<file path="src/rtl/accel_wb_dispatch_pkg.sv">
`default_nettype none
// ============================================================================
// Module   : accel_wb_dispatch_pkg
// Purpose  : Shared encodings for the writeback-stage accelerator dispatcher:
//            busy-unit IDs, access-size codes, FSM states and start arbitration.
// Revision : 1.0  initial release
// ============================================================================
package accel_wb_dispatch_pkg;

  // Identity of the unit owning the single in-flight job
  localparam logic [1:0] BUSY_NONE   = 2'd0;
  localparam logic [1:0] BUSY_NTT    = 2'd1;
  localparam logic [1:0] BUSY_PWAM   = 2'd2;
  localparam logic [1:0] BUSY_KECCAK = 2'd3;

  // Access size codes carried on wb_size; any code >= SZ_DWORD is a dword
  localparam logic [2:0] SZ_BYTE  = 3'd0;
  localparam logic [2:0] SZ_HALF  = 3'd1;
  localparam logic [2:0] SZ_WORD  = 3'd2;
  localparam logic [2:0] SZ_DWORD = 3'd3;

  typedef enum logic [0:0] {
    ST_IDLE = 1'b0,
    ST_RUN  = 1'b1
  } state_e;

  // Fixed-priority start arbitration: NTT beats PWAM beats Keccak
  function automatic logic [1:0] start_grant(input logic ntt, input logic pwam,
                                             input logic keccak);
    logic [1:0] g;
    g = BUSY_NONE;
    if (ntt)         g = BUSY_NTT;
    else if (pwam)   g = BUSY_PWAM;
    else if (keccak) g = BUSY_KECCAK;
    return g;
  endfunction

  // True when more than one start strobe arrives together
  function automatic logic multi_start(input logic ntt, input logic pwam,
                                       input logic keccak);
    return (ntt & pwam) | (ntt & keccak) | (pwam & keccak);
  endfunction

endpackage
`default_nettype wire

</file>
<file path="src/rtl/accel_wb_dispatch_if.sv">
`default_nettype none
// ============================================================================
// Module   : accel_wb_dispatch_if
// Purpose  : Bundles the MEM/WB control fields, the accelerator-side bus and
//            the dispatcher status outputs. master = pipeline/accelerator
//            side, slave = dispatcher.
// Revision : 1.0  initial release
// ============================================================================
interface accel_wb_dispatch_if #(
  parameter int DATA_BITS = 64,
  parameter int ADDR_BITS = 10
);
  // MEM/WB control strobes and payload
  logic                 wb_ntt_we;
  logic                 wb_ntt_start;
  logic                 wb_pwam_wea;
  logic                 wb_pwam_web;
  logic                 wb_pwam_start;
  logic                 wb_keccak_we;
  logic                 wb_keccak_start;
  logic [2:0]           wb_size;
  logic [DATA_BITS-1:0] wb_addr;
  logic [DATA_BITS-1:0] wb_data;

  // Registered accelerator bus
  logic                 ntt_we;
  logic                 pwam_wea;
  logic                 pwam_web;
  logic                 keccak_we;
  logic [ADDR_BITS-1:0] acc_addr;
  logic [DATA_BITS-1:0] acc_din;
  logic                 ntt_start;
  logic                 pwam_start;
  logic                 keccak_start;

  // Accelerator completion inputs
  logic                 ntt_done;
  logic                 pwam_done;
  logic                 keccak_done;

  // Status
  logic                 stall;
  logic [1:0]           busy_id;
  logic [7:0]           job_cnt;
  logic                 timeout_err;
  logic                 multi_err;

  modport master (
    output wb_ntt_we, wb_ntt_start, wb_pwam_wea, wb_pwam_web, wb_pwam_start,
           wb_keccak_we, wb_keccak_start, wb_size, wb_addr, wb_data,
           ntt_done, pwam_done, keccak_done,
    input  ntt_we, pwam_wea, pwam_web, keccak_we, acc_addr, acc_din,
           ntt_start, pwam_start, keccak_start,
           stall, busy_id, job_cnt, timeout_err, multi_err
  );

  modport slave (
    input  wb_ntt_we, wb_ntt_start, wb_pwam_wea, wb_pwam_web, wb_pwam_start,
           wb_keccak_we, wb_keccak_start, wb_size, wb_addr, wb_data,
           ntt_done, pwam_done, keccak_done,
    output ntt_we, pwam_wea, pwam_web, keccak_we, acc_addr, acc_din,
           ntt_start, pwam_start, keccak_start,
           stall, busy_id, job_cnt, timeout_err, multi_err
  );

endinterface
`default_nettype wire

</file>
<file path="src/rtl/accel_wb_dispatch_size_fmt.sv">
`default_nettype none
// ============================================================================
// Module   : accel_size_fmt
// Purpose  : Keeps the low byte/half/word/dword of the writeback data as
//            selected by the access size and zero-extends it.
// Revision : 1.0  initial release
// ============================================================================
module accel_size_fmt
  import accel_wb_dispatch_pkg::*;
#(
  parameter int DATA_BITS = 64
) (
  input  wire logic [2:0]           wb_size_i,
  input  wire logic [DATA_BITS-1:0] wb_data_i,
  output logic      [DATA_BITS-1:0] acc_din_o
);

  // Select the active lanes; unused upper lanes are forced to zero
  always_comb begin
    acc_din_o = '0;
    case (wb_size_i)
      SZ_BYTE: acc_din_o[7:0]  = wb_data_i[7:0];
      SZ_HALF: acc_din_o[15:0] = wb_data_i[15:0];
      SZ_WORD: acc_din_o[31:0] = wb_data_i[31:0];
      default: acc_din_o       = wb_data_i;
    endcase
  end

endmodule
`default_nettype wire

</file>
<file path="src/rtl/accel_wb_dispatch.sv">
`default_nettype none
// ============================================================================
// Module   : accel_wb_dispatch
// Purpose  : Converts MEM/WB accelerator strobes into registered accelerator
//            bus transactions, tracks the single in-flight job, stalls the
//            pipeline while a job runs and flags timeouts / start collisions.
// Revision : 1.0  initial release
// ============================================================================
module accel_wb_dispatch
  import accel_wb_dispatch_pkg::*;
#(
  parameter int DATA_BITS   = 64,
  parameter int ADDR_BITS   = 10,
  parameter int TIMEOUT_CYC = 4096
) (
  input  wire logic         clk,
  input  wire logic         rst,
  accel_wb_dispatch_if.slave bus
);

  // Timeout counter only needs to reach TIMEOUT_CYC-1
  localparam int                CNT_W   = (TIMEOUT_CYC > 2) ? $clog2(TIMEOUT_CYC) : 1;
  localparam bit                TO_EN   = (TIMEOUT_CYC != 0);
  localparam logic [CNT_W-1:0]  TO_LAST = CNT_W'((TIMEOUT_CYC == 0) ? 0 : TIMEOUT_CYC - 1);

  state_e               state_q, state_d;
  logic [1:0]           busy_q, busy_d;
  logic [CNT_W-1:0]     tcnt_q, tcnt_d;
  logic [7:0]           job_q, job_d;
  logic                 terr_q, terr_d;
  logic                 merr_q, merr_d;
  logic                 ntt_we_q, ntt_we_d;
  logic                 pwam_wea_q, pwam_wea_d;
  logic                 pwam_web_q, pwam_web_d;
  logic                 keccak_we_q, keccak_we_d;
  logic                 ntt_start_q, ntt_start_d;
  logic                 pwam_start_q, pwam_start_d;
  logic                 keccak_start_q, keccak_start_d;
  logic [ADDR_BITS-1:0] addr_q, addr_d;
  logic [DATA_BITS-1:0] din_q, din_d;

  logic [DATA_BITS-1:0] w_fmt;
  logic                 w_cmd_present;
  logic                 w_any_we;
  logic [1:0]           w_grant;
  logic                 w_multi;
  logic                 w_active_done;

  // Byte address bits below the doubleword and above the local window are not used
  logic w_unused_addr;
  assign w_unused_addr = ^{bus.wb_addr[DATA_BITS-1:ADDR_BITS+3], bus.wb_addr[2:0]};

  accel_size_fmt #(
    .DATA_BITS (DATA_BITS)
  ) u_size_fmt (
    .wb_size_i (bus.wb_size),
    .wb_data_i (bus.wb_data),
    .acc_din_o (w_fmt)
  );

  // Decode incoming strobes, start arbitration and the running unit's done
  always_comb begin
    w_any_we      = bus.wb_ntt_we | bus.wb_pwam_wea | bus.wb_pwam_web | bus.wb_keccak_we;
    w_cmd_present = w_any_we | bus.wb_ntt_start | bus.wb_pwam_start | bus.wb_keccak_start;
    w_grant       = start_grant(bus.wb_ntt_start, bus.wb_pwam_start, bus.wb_keccak_start);
    w_multi       = multi_start(bus.wb_ntt_start, bus.wb_pwam_start, bus.wb_keccak_start);
    w_active_done = 1'b0;
    case (busy_q)
      BUSY_NTT:    w_active_done = bus.ntt_done;
      BUSY_PWAM:   w_active_done = bus.pwam_done;
      BUSY_KECCAK: w_active_done = bus.keccak_done;
      default:     w_active_done = 1'b0;
    endcase
  end

  // Next-state logic: accept commands in IDLE, watch done/timeout in RUN
  always_comb begin
    state_d        = state_q;
    busy_d         = busy_q;
    tcnt_d         = tcnt_q;
    job_d          = job_q;
    terr_d         = terr_q;
    merr_d         = merr_q;
    addr_d         = addr_q;
    din_d          = din_q;
    ntt_we_d       = 1'b0;
    pwam_wea_d     = 1'b0;
    pwam_web_d     = 1'b0;
    keccak_we_d    = 1'b0;
    ntt_start_d    = 1'b0;
    pwam_start_d   = 1'b0;
    keccak_start_d = 1'b0;

    case (state_q)
      ST_IDLE: begin
        ntt_we_d    = bus.wb_ntt_we;
        pwam_wea_d  = bus.wb_pwam_wea;
        pwam_web_d  = bus.wb_pwam_web;
        keccak_we_d = bus.wb_keccak_we;
        // Address and data are shared by all write strobes of the same cycle
        if (w_any_we) begin
          addr_d = bus.wb_addr[ADDR_BITS+2:3];
          din_d  = w_fmt;
        end
        if (w_grant != BUSY_NONE) begin
          state_d        = ST_RUN;
          busy_d         = w_grant;
          tcnt_d         = '0;
          ntt_start_d    = (w_grant == BUSY_NTT);
          pwam_start_d   = (w_grant == BUSY_PWAM);
          keccak_start_d = (w_grant == BUSY_KECCAK);
        end
        if (w_multi) begin
          merr_d = 1'b1;
        end
      end
      ST_RUN: begin
        // A completion in the same cycle as the timeout still counts as a job
        if (w_active_done) begin
          state_d = ST_IDLE;
          busy_d  = BUSY_NONE;
          job_d   = job_q + 8'd1;
        end else if (TO_EN && (tcnt_q == TO_LAST)) begin
          state_d = ST_IDLE;
          busy_d  = BUSY_NONE;
          terr_d  = 1'b1;
        end else begin
          tcnt_d = tcnt_q + CNT_W'(1);
        end
      end
      default: begin
        state_d = ST_IDLE;
        busy_d  = BUSY_NONE;
      end
    endcase
  end

  // State and output registers, cleared immediately on reset
  always_ff @(posedge clk or posedge rst) begin
    if (rst) begin
      state_q        <= ST_IDLE;
      busy_q         <= BUSY_NONE;
      tcnt_q         <= '0;
      job_q          <= '0;
      terr_q         <= 1'b0;
      merr_q         <= 1'b0;
      addr_q         <= '0;
      din_q          <= '0;
      ntt_we_q       <= 1'b0;
      pwam_wea_q     <= 1'b0;
      pwam_web_q     <= 1'b0;
      keccak_we_q    <= 1'b0;
      ntt_start_q    <= 1'b0;
      pwam_start_q   <= 1'b0;
      keccak_start_q <= 1'b0;
    end else begin
      state_q        <= state_d;
      busy_q         <= busy_d;
      tcnt_q         <= tcnt_d;
      job_q          <= job_d;
      terr_q         <= terr_d;
      merr_q         <= merr_d;
      addr_q         <= addr_d;
      din_q          <= din_d;
      ntt_we_q       <= ntt_we_d;
      pwam_wea_q     <= pwam_wea_d;
      pwam_web_q     <= pwam_web_d;
      keccak_we_q    <= keccak_we_d;
      ntt_start_q    <= ntt_start_d;
      pwam_start_q   <= pwam_start_d;
      keccak_start_q <= keccak_start_d;
    end
  end

  // Stall is the only combinational output: hold any command arriving mid-job
  assign bus.stall        = (state_q == ST_RUN) & w_cmd_present;
  assign bus.busy_id      = busy_q;
  assign bus.job_cnt      = job_q;
  assign bus.timeout_err  = terr_q;
  assign bus.multi_err    = merr_q;
  assign bus.acc_addr     = addr_q;
  assign bus.acc_din      = din_q;
  assign bus.ntt_we       = ntt_we_q;
  assign bus.pwam_wea     = pwam_wea_q;
  assign bus.pwam_web     = pwam_web_q;
  assign bus.keccak_we    = keccak_we_q;
  assign bus.ntt_start    = ntt_start_q;
  assign bus.pwam_start   = pwam_start_q;
  assign bus.keccak_start = keccak_start_q;

endmodule
`default_nettype wire

</file>
<file path="src/flat_wrapper.sv">
// flat-port wrapper written by rule: the top's interface ports become plain ports
module accel_wb_dispatch_flat import accel_wb_dispatch_pkg::*;
#(
  parameter int DATA_BITS   = 64,
  parameter int ADDR_BITS   = 10,
  parameter int TIMEOUT_CYC = 4096
)
  (clk, rst, bus_wb_ntt_we, bus_wb_ntt_start, bus_wb_pwam_wea, bus_wb_pwam_web, bus_wb_pwam_start, bus_wb_keccak_we, bus_wb_keccak_start, bus_wb_size, bus_wb_addr, bus_wb_data, bus_ntt_done, bus_pwam_done, bus_keccak_done, bus_ntt_we, bus_pwam_wea, bus_pwam_web, bus_keccak_we, bus_acc_addr, bus_acc_din, bus_ntt_start, bus_pwam_start, bus_keccak_start, bus_stall, bus_busy_id, bus_job_cnt, bus_timeout_err, bus_multi_err);
  accel_wb_dispatch_if #(.DATA_BITS(DATA_BITS), .ADDR_BITS(ADDR_BITS)) bus_i ();
  input  wire logic clk;
  input  wire logic rst;
  input wire logic [$bits(bus_i.wb_ntt_we)-1:0] bus_wb_ntt_we;
  input wire logic [$bits(bus_i.wb_ntt_start)-1:0] bus_wb_ntt_start;
  input wire logic [$bits(bus_i.wb_pwam_wea)-1:0] bus_wb_pwam_wea;
  input wire logic [$bits(bus_i.wb_pwam_web)-1:0] bus_wb_pwam_web;
  input wire logic [$bits(bus_i.wb_pwam_start)-1:0] bus_wb_pwam_start;
  input wire logic [$bits(bus_i.wb_keccak_we)-1:0] bus_wb_keccak_we;
  input wire logic [$bits(bus_i.wb_keccak_start)-1:0] bus_wb_keccak_start;
  input wire logic [$bits(bus_i.wb_size)-1:0] bus_wb_size;
  input wire logic [$bits(bus_i.wb_addr)-1:0] bus_wb_addr;
  input wire logic [$bits(bus_i.wb_data)-1:0] bus_wb_data;
  input wire logic [$bits(bus_i.ntt_done)-1:0] bus_ntt_done;
  input wire logic [$bits(bus_i.pwam_done)-1:0] bus_pwam_done;
  input wire logic [$bits(bus_i.keccak_done)-1:0] bus_keccak_done;
  output wire logic [$bits(bus_i.ntt_we)-1:0] bus_ntt_we;
  output wire logic [$bits(bus_i.pwam_wea)-1:0] bus_pwam_wea;
  output wire logic [$bits(bus_i.pwam_web)-1:0] bus_pwam_web;
  output wire logic [$bits(bus_i.keccak_we)-1:0] bus_keccak_we;
  output wire logic [$bits(bus_i.acc_addr)-1:0] bus_acc_addr;
  output wire logic [$bits(bus_i.acc_din)-1:0] bus_acc_din;
  output wire logic [$bits(bus_i.ntt_start)-1:0] bus_ntt_start;
  output wire logic [$bits(bus_i.pwam_start)-1:0] bus_pwam_start;
  output wire logic [$bits(bus_i.keccak_start)-1:0] bus_keccak_start;
  output wire logic [$bits(bus_i.stall)-1:0] bus_stall;
  output wire logic [$bits(bus_i.busy_id)-1:0] bus_busy_id;
  output wire logic [$bits(bus_i.job_cnt)-1:0] bus_job_cnt;
  output wire logic [$bits(bus_i.timeout_err)-1:0] bus_timeout_err;
  output wire logic [$bits(bus_i.multi_err)-1:0] bus_multi_err;
  assign bus_i.wb_ntt_we = bus_wb_ntt_we;
  assign bus_i.wb_ntt_start = bus_wb_ntt_start;
  assign bus_i.wb_pwam_wea = bus_wb_pwam_wea;
  assign bus_i.wb_pwam_web = bus_wb_pwam_web;
  assign bus_i.wb_pwam_start = bus_wb_pwam_start;
  assign bus_i.wb_keccak_we = bus_wb_keccak_we;
  assign bus_i.wb_keccak_start = bus_wb_keccak_start;
  assign bus_i.wb_size = bus_wb_size;
  assign bus_i.wb_addr = bus_wb_addr;
  assign bus_i.wb_data = bus_wb_data;
  assign bus_i.ntt_done = bus_ntt_done;
  assign bus_i.pwam_done = bus_pwam_done;
  assign bus_i.keccak_done = bus_keccak_done;
  assign bus_ntt_we = bus_i.ntt_we;
  assign bus_pwam_wea = bus_i.pwam_wea;
  assign bus_pwam_web = bus_i.pwam_web;
  assign bus_keccak_we = bus_i.keccak_we;
  assign bus_acc_addr = bus_i.acc_addr;
  assign bus_acc_din = bus_i.acc_din;
  assign bus_ntt_start = bus_i.ntt_start;
  assign bus_pwam_start = bus_i.pwam_start;
  assign bus_keccak_start = bus_i.keccak_start;
  assign bus_stall = bus_i.stall;
  assign bus_busy_id = bus_i.busy_id;
  assign bus_job_cnt = bus_i.job_cnt;
  assign bus_timeout_err = bus_i.timeout_err;
  assign bus_multi_err = bus_i.multi_err;
  accel_wb_dispatch #(.DATA_BITS(DATA_BITS), .ADDR_BITS(ADDR_BITS), .TIMEOUT_CYC(TIMEOUT_CYC)) u_core (.clk(clk), .rst(rst), .bus(bus_i));
endmodule
</file>
<file path="config.mk">
export PLATFORM = sky130hd
export DESIGN_NAME = accel_wb_dispatch_flat
export DESIGN_NICKNAME = d
export VERILOG_FILES = /design/src/rtl/accel_wb_dispatch_pkg.sv /design/src/rtl/accel_wb_dispatch_if.sv /design/src/rtl/accel_wb_dispatch_size_fmt.sv /design/src/rtl/accel_wb_dispatch.sv /design/src/flat_wrapper.sv
export SDC_FILE = /design/constraint.sdc
export NUM_CORES = 1
export LEC_CHECK = 0
export CORE_MARGIN = 2
export CORE_UTILIZATION = 42
export DETAILED_ROUTE_END_ITERATION = 6
export GPL_ROUTABILITY_DRIVEN = 1
export GPL_TIMING_DRIVEN = 1
export PLACE_DENSITY = 0.95
export SLEW_MARGIN = 20
export SYNTH_ARGS = -nofsm -noshare
export SYNTH_HDL_FRONTEND = slang
export SYNTH_SLANG_ARGS = --single-unit
</file>
<file path="constraint.sdc">
create_clock -name clk -period 9 [get_ports clk]
set_clock_uncertainty 0.05 [all_clocks]
set_input_delay 1.8 -clock clk [delete_from_list [all_inputs] [get_ports clk]]
set_output_delay 1.8 -clock clk [all_outputs]
set_load 0.02 [all_outputs]
</file>
==> results by group, run 1 <==
Synthesis
  • Distinct cells, synth: 41
  • Ys async rst share: 100.0%
  • Net Count, Synth: 581
  • Syn. warnings: 0
  • Number of flops mapped to enable cells by yosys: 0
  • Post-Syn Instances: 436
  • Commonest register cell after synthesis: dfrtp_1
  • Cell area after technology mapping: approximately 0.0045 mm^2
  • Sequential cell area fraction in the yosys report: 59.60%
  • Yosys reg bits: between 100 and 150
  • Synthesized area per cell: between 10 and 15 um^2

Route
  • Detailed-route vias per instance: 5.079
  • Post-detailed-route count of antenna-violating nets: 0
  • Routed length per instance: approximately 15 um
  • Post-Route WL: roughly 11,000 um
  • DRT iter0 DRCs: roughly 250
  • Vias: ~3,800
  • Remaining design rule violation count: 0
  • Pre-antenna DRT Iters: 4

Timing
  • Hold_ws: around 0.43 ns
  • Fmax: 194.4 MHz
  • Setup Viol. Count Final: 0
  • Fin Setup TNS: 0 ns
  • Number of pins with negative max-slew slack in the final report: 0
  • Post-route clock period utilization: 57.15%
  • RSZ-0062 raised after global routing: false
  • Tightest Pin Transition: about 0.80 ns
  • Slew headroom: 46.62%
  • Number of endpoints with negative hold slack in the final report: 0
  • Crit path time final: about 5.1 ns

Flow run
  • Max-cap violations: 0

Floorplan
  • Cell Rows: 37
  • Area of the placeable core: approximately 0.010 mm^2
  • Die Span X: roughly 110 um
  • Boundary Pins: around 240
  • Starting utilization of the core area: ~43%
  • Die ar.: 0.01144 mm^2
  • Chip height: 106.9 um

Placement
  • Placed wire-length estimate after detailed placement: about 8500 um
  • Number of input and output port buffers inserted: ~180
  • Final weighted congestion of routability-driven global placement: between 0.8 and 0.9

Pwr
  • Maximum ir drop on the vdd rail: 0.0001814 V
  • Pleak: around 2.8 nW
  • Power density of the placed cells: around 320 mW/mm^2

Setup path
  • Endpoint kind of the worst setup timing path: output port
  • Buffer and inverter count on the worst path: 2
  • Most numerous cell on the critical path: clkdlybuf4s50_1
  • CP arrival: about 3.3 ns
  • Capture instance of the worst register-to-register path: u_core.bus.acc_din[5]$_DFFE_PP0P_
  • Worst-case register-to-register setup slack: between 6 and 7 ns
  • Cell type group with the largest total delay on the critical path: buffers and inverters
  • Highest net fanout along the worst path: 7
  • Critical R2R Launch: u_core.state_q$_DFF_PP0_
  • Cells along the critical path: clkdlybuf4s50_1, nor3_1, a21oi_1, clkdlybuf4s50_1
  • Delay of the slowest cell on the worst path: between 0.6 and 0.7 ns
  • Data required time of the worst path: approximately 7 ns
  • Type of origin of the critical path: input port
  • R2r worst-path depth: 3
  • Cell with the largest stage delay on the worst path: clkdlybuf4s50_1
  • Critical path start-end classification: input port to output port

Clock network
  • Number of buffers between clock root and the deepest sink: 2
  • Clock buffers created by TritonCTS: 9
  • Clock latency on the worst-skew pair: about 0.35 ns
  • Post-CTS Setup Repair Bufs: 0
  • Number of resized instances in the post-cts repair step: 0
  • Clk Tree Root Cell: clkbuf_8
  • Reg clk slew, reported paths: about 0.1 ns
  • Sinks on Clock Net: between 100 and 150
  • # H-tree levels: 3
  • Post-CTS Hold Buffers: 0
  • TritonCTS clock tree: built

Run status
  • Status: finished, final reports clean

GRT
  • Wire length of the first global-routing pass: ~18,000 um
  • Overflow left after global routing: 0
  • Most congested layer reported by global routing: met2
  • Met2 global-route usage: between 30% and 40%
  • Number of antenna violations at the first check in global routing: 0
  • Global-route total usage across every layer: roughly a fifth
  • Via count of the first global-routing pass: about 3,700
  • Met3 Resource Use GR: under 10%
  • Global routing usage on met1: 23.90%
  • Largest net degree at the start of global routing: 131

Min path
  • Tightest Hold Check Type: flop to flop
  • Min-Delay Path Depth: 1
  • Start point of the worst hold path: u_core.bus.multi_err$_DFFE_PP0P_
  • Hold endpoint: u_core.bus.multi_err$_DFFE_PP0P_

Finish
  • Commonest non-fill, non-tap cells in the layout: clkdlybuf4s50_1 (182), nand2_1 (122), dfrtp_1 (106), o21ai_0 (59), mux2_2 (19)
  • Fraction of layout cells with a size suffix above 1: between 7 and 8%
  • Area used by sequential logic in the layout: between 0.002 and 0.003 mm^2
  • Area added between synthesis and finish: 47.34%
  • Multi-input gate area: approximately 0.0017 mm^2
  • Count of nets after finishing: 751
  • Most common library cell in the layout ignoring fill and taps: clkdlybuf4s50_1
  • Fillcell total: slightly above 800
  • Number of diodes added for antenna fixing: 0
how the worst max path moves through the flow:
stage	to	slack, ns	from	cells past startpoint
after global routing	bus_stall	3.75	bus_wb_ntt_start	4
final	bus_stall	3.86	bus_wb_ntt_start	4
after CTS	bus_stall	3.84	bus_wb_ntt_start	4
after floorplan	u_core.bus.acc_addr[0]$_DFFE_PP0P_	4.36	rst	1
after global placement	bus_stall	3.88	bus_wb_ntt_start	4
after detailed placement	bus_stall	3.85	bus_wb_ntt_start	4
logic make-up after synthesis:
| kind of cell | share of synthesized area (%) |
|---|---|
| flip-flops | 59.60 |
| AND/OR/NAND/NOR | 18.70 |
| multiplexers | 5.482 |
| XOR/XNOR | 1.574 |
| adder cells (fa/ha/maj) | 0.7871 |
| AO/OA/AOI/OAI | 10.60 |
| buffers and inverters | 3.261 |
power breakdown:
| part | switching (mW) | total (mW) | internal, mW |
|---|---|---|---|
| Clock | 0.164 | 0.267 | 0.103 |
| Sequential | 0.141 | 0.814 | 0.673 |
| Combinational | 0.550 | 1.04 | 0.493 |
| Total | 0.855 | 2.12 | 1.27 |
final cells by class:
cell class                      instances  area share (%)
Timing Repair Buffer                  184           28.32
Inverter                               12          0.7251
Multi-Input combinational cell        293           25.26
Clock buffer                            9           1.889
Tap cell                              136           2.595
Clock inverter                          6          0.7632
Sequential cell                       106           40.45
worst register-to-register path, stage by stage (launching register included):
cell     delay, ns
dfrtp_1       0.87
or2_4         0.58
buf_16        0.33
mux2_2        0.42
metrics by stage:
step	std cells	total power, mW	area (um^2)	worst slack (ns)	utilization (%)
global placement	730	1.812	6355	3.883	61.56
finish	746	2.125	6558	3.856	63.52
CTS	745	2.133	6529	3.840	63.24
detailed placement	730	1.864	6355	3.853	61.56
global route	746	2.261	6558	3.751	63.52
floorplan	436	1.354	4451	4.361	-
Yosys cell counts, types with 5 or more instances:
master / n / share of area, %
nand2_1: 122 / 10
dfrtp_1: 106 / 60
o21ai_0: 59 / 6.6
clkbuf_1: 19 / 1.6
mux2_2: 19 / 4.8
inv_1: 12 / 1.0
nand3_1: 8 / 0.90
nand4_1: 8 / 1.1
xnor2_1: 7 / 1.4
nor2b_1: 6 / 0.84
nor3_1: 6 / 0.67
o211ai_1: 6 / 1.0
buf_2: 5 / 0.56
state kept, by name, summed over array words and instances, names as in the netlist:
name and flops:
u_core.bus.acc_din 64, u_core.bus.pwam_start 1, u_core.state_q 1, u_core.bus.ntt_start 1, u_core.bus.acc_addr 10, u_core.bus.ntt_we 1, u_core.bus.keccak_we 1, u_core.tcnt_q 12
u_core.bus.pwam_wea 1, u_core.bus.busy_id 2, u_core.bus.job_cnt 8, u_core.bus.multi_err 1, u_core.bus.timeout_err 1, u_core.bus.pwam_web 1, u_core.bus.keccak_start 1
layer usage:
metal  vias to the layer above  share of wire, %
li1                       1819                 -
met2                       155                50
met5                         -                 0
met3                        15               8.0
met4                         0               1.2
met1                      1800                41
(Power assumes the default switching activity.)
==> run 2, diff against run 1 <==
--- a/config.mk
+++ b/config.mk
@@ -6,11 +6,11 @@
 export NUM_CORES = 1
 export LEC_CHECK = 0
 export CORE_MARGIN = 2
-export CORE_UTILIZATION = 42
+export CORE_UTILIZATION = 39
 export DETAILED_ROUTE_END_ITERATION = 6
 export GPL_ROUTABILITY_DRIVEN = 1
 export GPL_TIMING_DRIVEN = 1
-export PLACE_DENSITY = 0.95
+export PLACE_DENSITY = 0.91
 export SLEW_MARGIN = 20
 export SYNTH_ARGS = -nofsm -noshare
 export SYNTH_HDL_FRONTEND = slang
==> constraint.sdc (replaced) <==
create_clock -name clk -period 5 [get_ports clk]
set_clock_uncertainty 0.05 [all_clocks]
set_input_delay 1 -clock clk [delete_from_list [all_inputs] [get_ports clk]]
set_output_delay 1 -clock clk [all_outputs]
set_load 0.02 [all_outputs]
==> run 2 against run 1 <==
Against the previous run: register-to-register slack worse by 4.0 ns; flip-flop and latch count did not move; global-route usage down 0.38 points; utilization down 4.0 points; largest power group unchanged; highest routed layer unchanged.
==> results by group, run 2 (same netlist as run 1, synthesis figures left out) <==
Clock network
  • Clk Tree Root Cell: clkbuf_16
  • Clock buffers created by TritonCTS: 9
  • Sinks on Clock Net: 106
  • Clock latency on the worst-skew pair: ~0.34 ns
  • Post-CTS Setup Repair Bufs: 0
  • Number of resized instances in the post-cts repair step: 0
  • Post-CTS Hold Buffers: 0
  • # H-tree levels: 3
  • TritonCTS clock tree: built
  • Reg clk slew, reported paths: around 0.06 ns
  • Number of buffers between clock root and the deepest sink: 2

Timing
  • Number of pins with negative max-slew slack in the final report: 0
  • Setup Viol. Count Final: 0
  • Fmax: between 200 and 300 MHz
  • Slew headroom: a little under half
  • Hold_ws: slightly above 0.4 ns
  • Post-route clock period utilization: about three quarters
  • Fin Setup TNS: 0 ns
  • Crit path time final: about 3.7 ns
  • Number of endpoints with negative hold slack in the final report: 0
  • RSZ-0062 raised after global routing: false
  • Tightest Pin Transition: 0.8055 ns

Placement
  • Number of input and output port buffers inserted: approximately 180
  • Placed cell areas: ~0.0064 mm^2
  • Placed wire-length estimate after detailed placement: just under 9000 um
  • Final weighted congestion of routability-driven global placement: roughly 0.87

Pwr
  • Maximum ir drop on the vdd rail: roughly 0.00036 V
  • Power density of the placed cells: 609.7 mW/mm^2
  • Pleak: 2.907 nW

GRT
  • Overflow left after global routing: 0
  • Number of antenna violations at the first check in global routing: 0
  • Wire length of the first global-routing pass: 19,550 um
  • Via count of the first global-routing pass: 3,931
  • Global-route total usage across every layer: roughly 20%
  • Largest net degree at the start of global routing: just under 60

Finish
  • Flip-flop count of the largest register, all copies and words added: 64
  • Count of nets after finishing: around 750
  • Final design area excluding fillers: 0.006706 mm^2
  • Commonest non-fill, non-tap cells in the layout: clkdlybuf4s50_1 (182), nand2_1 (122), dfrtp_1 (106), o21ai_0 (59), mux2_2 (19)
  • Fillcell total: roughly 900
  • Area added between synthesis and finish: 50.69%
  • Fraction of layout cells with a size suffix above 1: under 10%
  • Area used by sequential logic in the layout: about 0.0027 mm^2
  • Multi-input gate area: about 0.0017 mm^2
  • Final standard cell utilization of the core: around 60%
  • Number of diodes added for antenna fixing: 0
  • Most common library cell in the layout ignoring fill and taps: clkdlybuf4s50_1

Route
  • Met2 WL: a little under 6000 um
  • Routed length per instance: 15.32 um
  • Post-Route WL: roughly 12,000 um
  • Vias: ~3,800
  • DRT iter0 DRCs: 260
  • Pre-antenna DRT Iters: 4
  • Highest signal layer in the routed design: met4
  • Wire length the detailed router placed on met1: ~4600 um
  • Post-detailed-route count of antenna-violating nets: 0
  • Remaining design rule violation count: 0
  • Wire length on met3: 821 um
  • Detailed-route vias per instance: around 5

Run status
  • Status: finished, final reports clean

Setup path
  • Cell type group with the largest total delay on the critical path: buffers and inverters
  • Type of origin of the critical path: input port
  • Delay of the slowest cell on the worst path: between 0.5 and 0.6 ns
  • Buffer and inverter count on the worst path: 2
  • Cells along the critical path: clkdlybuf4s50_1, nor4_1, a21oi_1, clkdlybuf4s50_1
  • CP arrival: about 2.6 ns
  • Endpoint kind of the worst setup timing path: output port
  • Highest net fanout along the worst path: 2
  • Data required time of the worst path: slightly below 4 ns
  • Cell with the largest stage delay on the worst path: clkdlybuf4s50_1
  • Critical path start-end classification: input port to output port
  • Most numerous cell on the critical path: clkdlybuf4s50_1

Floorplan
  • Chip height: between 100 and 150 um
  • Die Span X: between 100 and 150 um
  • Cell Rows: 39
  • Die ar.: ~0.012 mm^2
  • Boundary Pins: between 200 and 250
  • Starting utilization of the core area: 39.48%
  • Area of the placeable core: 0.01127 mm^2

Min path
  • Tightest Hold Check Type: flop to flop

Flow run
  • Max-cap violations: 0
## run 2: changes by cell type in the layout (fill, tap and decap cells not counted)
cell,previous run,this run
buf_16,1,0
clkbuf_16,0,9
clkbuf_8,9,0
bufinv_16,0,2
clkinvlp_4,1,0
clkbuf_1,0,2
inv_8,1,0
clkinv_2,1,0
buf_4,1,4
## run 2: area by class of cell
| type | count | area share (%) |
|---|---|---|
| multi-input cells | 293 | 24.70 |
| clock inverters | 5 | 1.287 |
| repair buffers | 186 | 27.61 |
| flip-flops and latches | 106 | 39.55 |
| well taps | 143 | 2.668 |
| inverters | 12 | 0.7090 |
| clock buffers | 11 | 3.470 |
## run 2: metrics by stage
step	setup slack, ns	total power, mW	cells
floorplan	1.161	2.438	436
global placement	1.404	3.279	740
detailed placement	1.353	3.369	740
CTS	1.338	4.131	756
global route	1.251	4.347	756
finish	1.322	4.089	756
## run 2: power by group
group	switching, mW	total [mW]	internal, mW
logic	0.991	1.87	0.877
registers	0.254	1.47	1.22
clock network	0.307	0.751	0.444
total	1.55	4.09	2.54
## run 2: layer usage
metal,vias to the layer above,global-route usage (%)
li1,1820,-
met3,27,3.937
met4,0,8.750
met2,152,33.91
met1,1778,23.76
met5,-,0
## run 2: worst paths after layout
check,from,end,slack [ns],cells after the start
max in group asynchronous,rst,u_core.bus.acc_din[9]$_DFFE_PP0P_,3.04,3
max,bus_wb_pwam_wea,bus_stall,1.32,4
min reg2reg,u_core.bus.timeout_err$_DFFE_PP0P_,u_core.bus.timeout_err$_DFFE_PP0P_,0.41,1
max reg2reg,u_core.state_q$_DFF_PP0_,u_core.bus.acc_din[3]$_DFFE_PP0P_,2.67,3
min,u_core.bus.timeout_err$_DFFE_PP0P_,u_core.bus.timeout_err$_DFFE_PP0P_,0.41,1
min in group asynchronous,rst,u_core.bus.job_cnt[0]$_DFFE_PP0P_,1.04,2
==> run 3, diff against run 2 <==
==> constraint.sdc (replaced) <==
create_clock -name clk -period 3.4 [get_ports clk]
set_clock_uncertainty 0.05 [all_clocks]
set_input_delay 0.68 -clock clk [delete_from_list [all_inputs] [get_ports clk]]
set_output_delay 0.68 -clock clk [all_outputs]
set_load 0.02 [all_outputs]
==> run 3 against run 2 <==
Against the previous run: wire length down 2.2%; design area is 0.19% higher; global-route usage fell by 0.79 points; critical endpoint unchanged; largest cell class unchanged.
==> results by group, run 3 (same netlist as run 1, synthesis figures left out) <==
Floorplan
  • Cell Rows: 39
  • Chip height: 110.8 um
  • Boundary Pins: ~240
  • Area of the placeable core: approximately 0.011 mm^2
  • Starting utilization of the core area: between 30% and 40%
  • Die Span X: 110.8 um
  • Die ar.: 0.01228 mm^2

Setup path
  • Worst-case register-to-register setup slack: 1.32 ns
  • R2r worst-path depth: 5
  • CP arrival: roughly 2.2 ns
  • Data required time of the worst path: ~2.7 ns
  • Most numerous cell on the critical path: clkdlybuf4s50_1
  • Highest net fanout along the worst path: 7
  • Cell with the largest stage delay on the worst path: clkdlybuf4s50_1
  • Critical path start-end classification: input port to output port
  • Cells along the critical path: clkdlybuf4s50_1, nor3_1, a21oi_1, clkdlybuf4s50_1
  • Type of origin of the critical path: input port
  • End point of the critical path: bus_stall
  • Endpoint kind of the worst setup timing path: output port
  • Capture instance of the worst register-to-register path: u_core.tcnt_q[5]$_DFFE_PP0P_
  • Launch point of the critical path: bus_wb_ntt_start
  • Delay of the slowest cell on the worst path: roughly 0.57 ns
  • Critical R2R Launch: u_core.tcnt_q[0]$_DFFE_PP0P_

Pwr
  • Pleak: 2.909 nW
  • Power density of the placed cells: 881.6 mW/mm^2
  • Maximum ir drop on the vdd rail: a little over 0.0005 V
  • Total chip power: 5.923 mW

Min path
  • Tightest Hold Check Type: flop to flop
  • Min-Delay Path Depth: 1

Flow run
  • Max-cap violations: 0

Clock network
  • TritonCTS clock tree: built
  • # H-tree levels: 3
  • Number of buffers between clock root and the deepest sink: 2
  • Post-CTS Hold Buffers: 0
  • Post-CTS Setup Repair Bufs: 0
  • Number of resized instances in the post-cts repair step: 0
  • Reg clk slew, reported paths: roughly 0.06 ns
  • Clk Tree Root Cell: clkbuf_16
  • Sinks on Clock Net: 106
  • Clock latency on the worst-skew pair: around 0.34 ns
  • Clock buffers created by TritonCTS: 9

Route
  • Pre-antenna DRT Iters: 4
  • DRT iter0 DRCs: 210
  • Detailed-route vias per instance: approximately 5
  • Post-detailed-route count of antenna-violating nets: 0
  • Routed length per instance: roughly 15 um
  • Vias: approximately 3,800
  • Remaining design rule violation count: 0
  • Post-Route WL: ~11,000 um

Timing
  • Setup Viol. Count Final: 0
  • RSZ-0062 raised after global routing: false
  • Tightest Pin Transition: approximately 0.80 ns
  • Fmax: 340.9 MHz
  • Post-route clock period utilization: between 80 and 90%
  • Number of endpoints with negative hold slack in the final report: 0
  • Slew headroom: 46.61%
  • Crit path time final: 2.933 ns
  • Number of pins with negative max-slew slack in the final report: 0
  • Fin Setup TNS: 0 ns

Run status
  • Status: finished, final reports clean

Placement
  • Placed wire-length estimate after detailed placement: ~8500 um
  • Number of input and output port buffers inserted: roughly 180
  • Final weighted congestion of routability-driven global placement: approximately 0.84

Finish
  • Area added between synthesis and finish: 50.97%
  • Fraction of layout cells with a size suffix above 1: under 10%
  • Count of nets after finishing: roughly 760
  • Most common library cell in the layout ignoring fill and taps: clkdlybuf4s50_1
  • Number of diodes added for antenna fixing: 0
  • Flip-flop count of the largest register, all copies and words added: 64
  • Fillcell total: between 800 and 900
  • Commonest non-fill, non-tap cells in the layout: clkdlybuf4s50_1 (182), nand2_1 (122), dfrtp_1 (106), o21ai_0 (59), mux2_2 (19)

GRT
  • Wire length of the first global-routing pass: about 19,000 um
  • Via count of the first global-routing pass: roughly 4,000
  • Global-route total usage across every layer: about a fifth
  • Overflow left after global routing: 0
  • Largest net degree at the start of global routing: 67
  • Number of antenna violations at the first check in global routing: 0
run 3: cell count changes in the layout (fill, tap and decap cells not counted), sizes merged:
cell / before / now
inv: 14 / 12
bufinv: 2 / 1
buf: 4 / 7
clkinvlp: 0 / 2
run 3: routing by layer:
metal  up-vias  GRT usage, %  wire, um
met5         -             0         0
met4         0         6.417       210
met3        20         3.663       699
met2       156         33.29      5667
met1      1826         23.08      4751
li1       1829             -         -
run 3: final cells by class:
class / count / area (um^2) / area share (%)
Multi-Input combinational cell: 293 / 1655 / 24.64
Clock buffer: 11 / 232.7 / 3.464
Tap cell: 143 / 178.9 / 2.663
Sequential cell: 106 / 2653 / 39.48
Timing Repair Buffer: 189 / 1899 / 28.27
Inverter: 12 / 48.80 / 0.7263
Clock inverter: 4 / 51.30 / 0.7635
run 3: worst max-delay path: cells and delay by family:
family,cells,cell delay [ns]
AOI/OAI and AO/OA,1,0.12
buffers and inverters,2,1.09
and+or+nand+nor,1,0.32
run 3: where the power goes:
group          total, mW  internal (mW)  switching, mW
logic               2.81           1.31           1.49
registers           2.12           1.79          0.329
clock network      0.998          0.569          0.429
total               5.92           3.67           2.25
run 3: how the worst min path moves through the flow:
stage	from	endpoint	slack, ns
final	u_core.bus.timeout_err$_DFFE_PP0P_	u_core.bus.timeout_err$_DFFE_PP0P_	0.41
after global routing	u_core.bus.timeout_err$_DFFE_PP0P_	u_core.bus.timeout_err$_DFFE_PP0P_	0.45
after CTS	u_core.bus.timeout_err$_DFFE_PP0P_	u_core.bus.timeout_err$_DFFE_PP0P_	0.42
after detailed placement	u_core.bus.timeout_err$_DFFE_PP0P_	u_core.bus.timeout_err$_DFFE_PP0P_	0.40
after global placement	u_core.bus.multi_err$_DFFE_PP0P_	u_core.bus.multi_err$_DFFE_PP0P_	0.40
after floorplan	u_core.tcnt_q[0]$_DFFE_PP0P_	u_core.tcnt_q[0]$_DFFE_PP0P_	0.46
run 3: per-stage QoR:
stage / instance area, um^2 / hold slack [ns] / instances / util (%) / setup WS, ns
after global routing: 6719 / 0.4517 / 758 / 59.61 / 0.4083
final: 6719 / 0.4115 / 758 / 59.61 / 0.4666
after CTS: 6719 / 0.4218 / 758 / 59.61 / 0.4635
after global placement: 6435 / 0.4001 / 743 / 57.09 / 0.4965
after detailed placement: 6435 / 0.4021 / 743 / 57.09 / 0.4614
after floorplan: 4454 / 0.4585 / 436 / - / 1.361
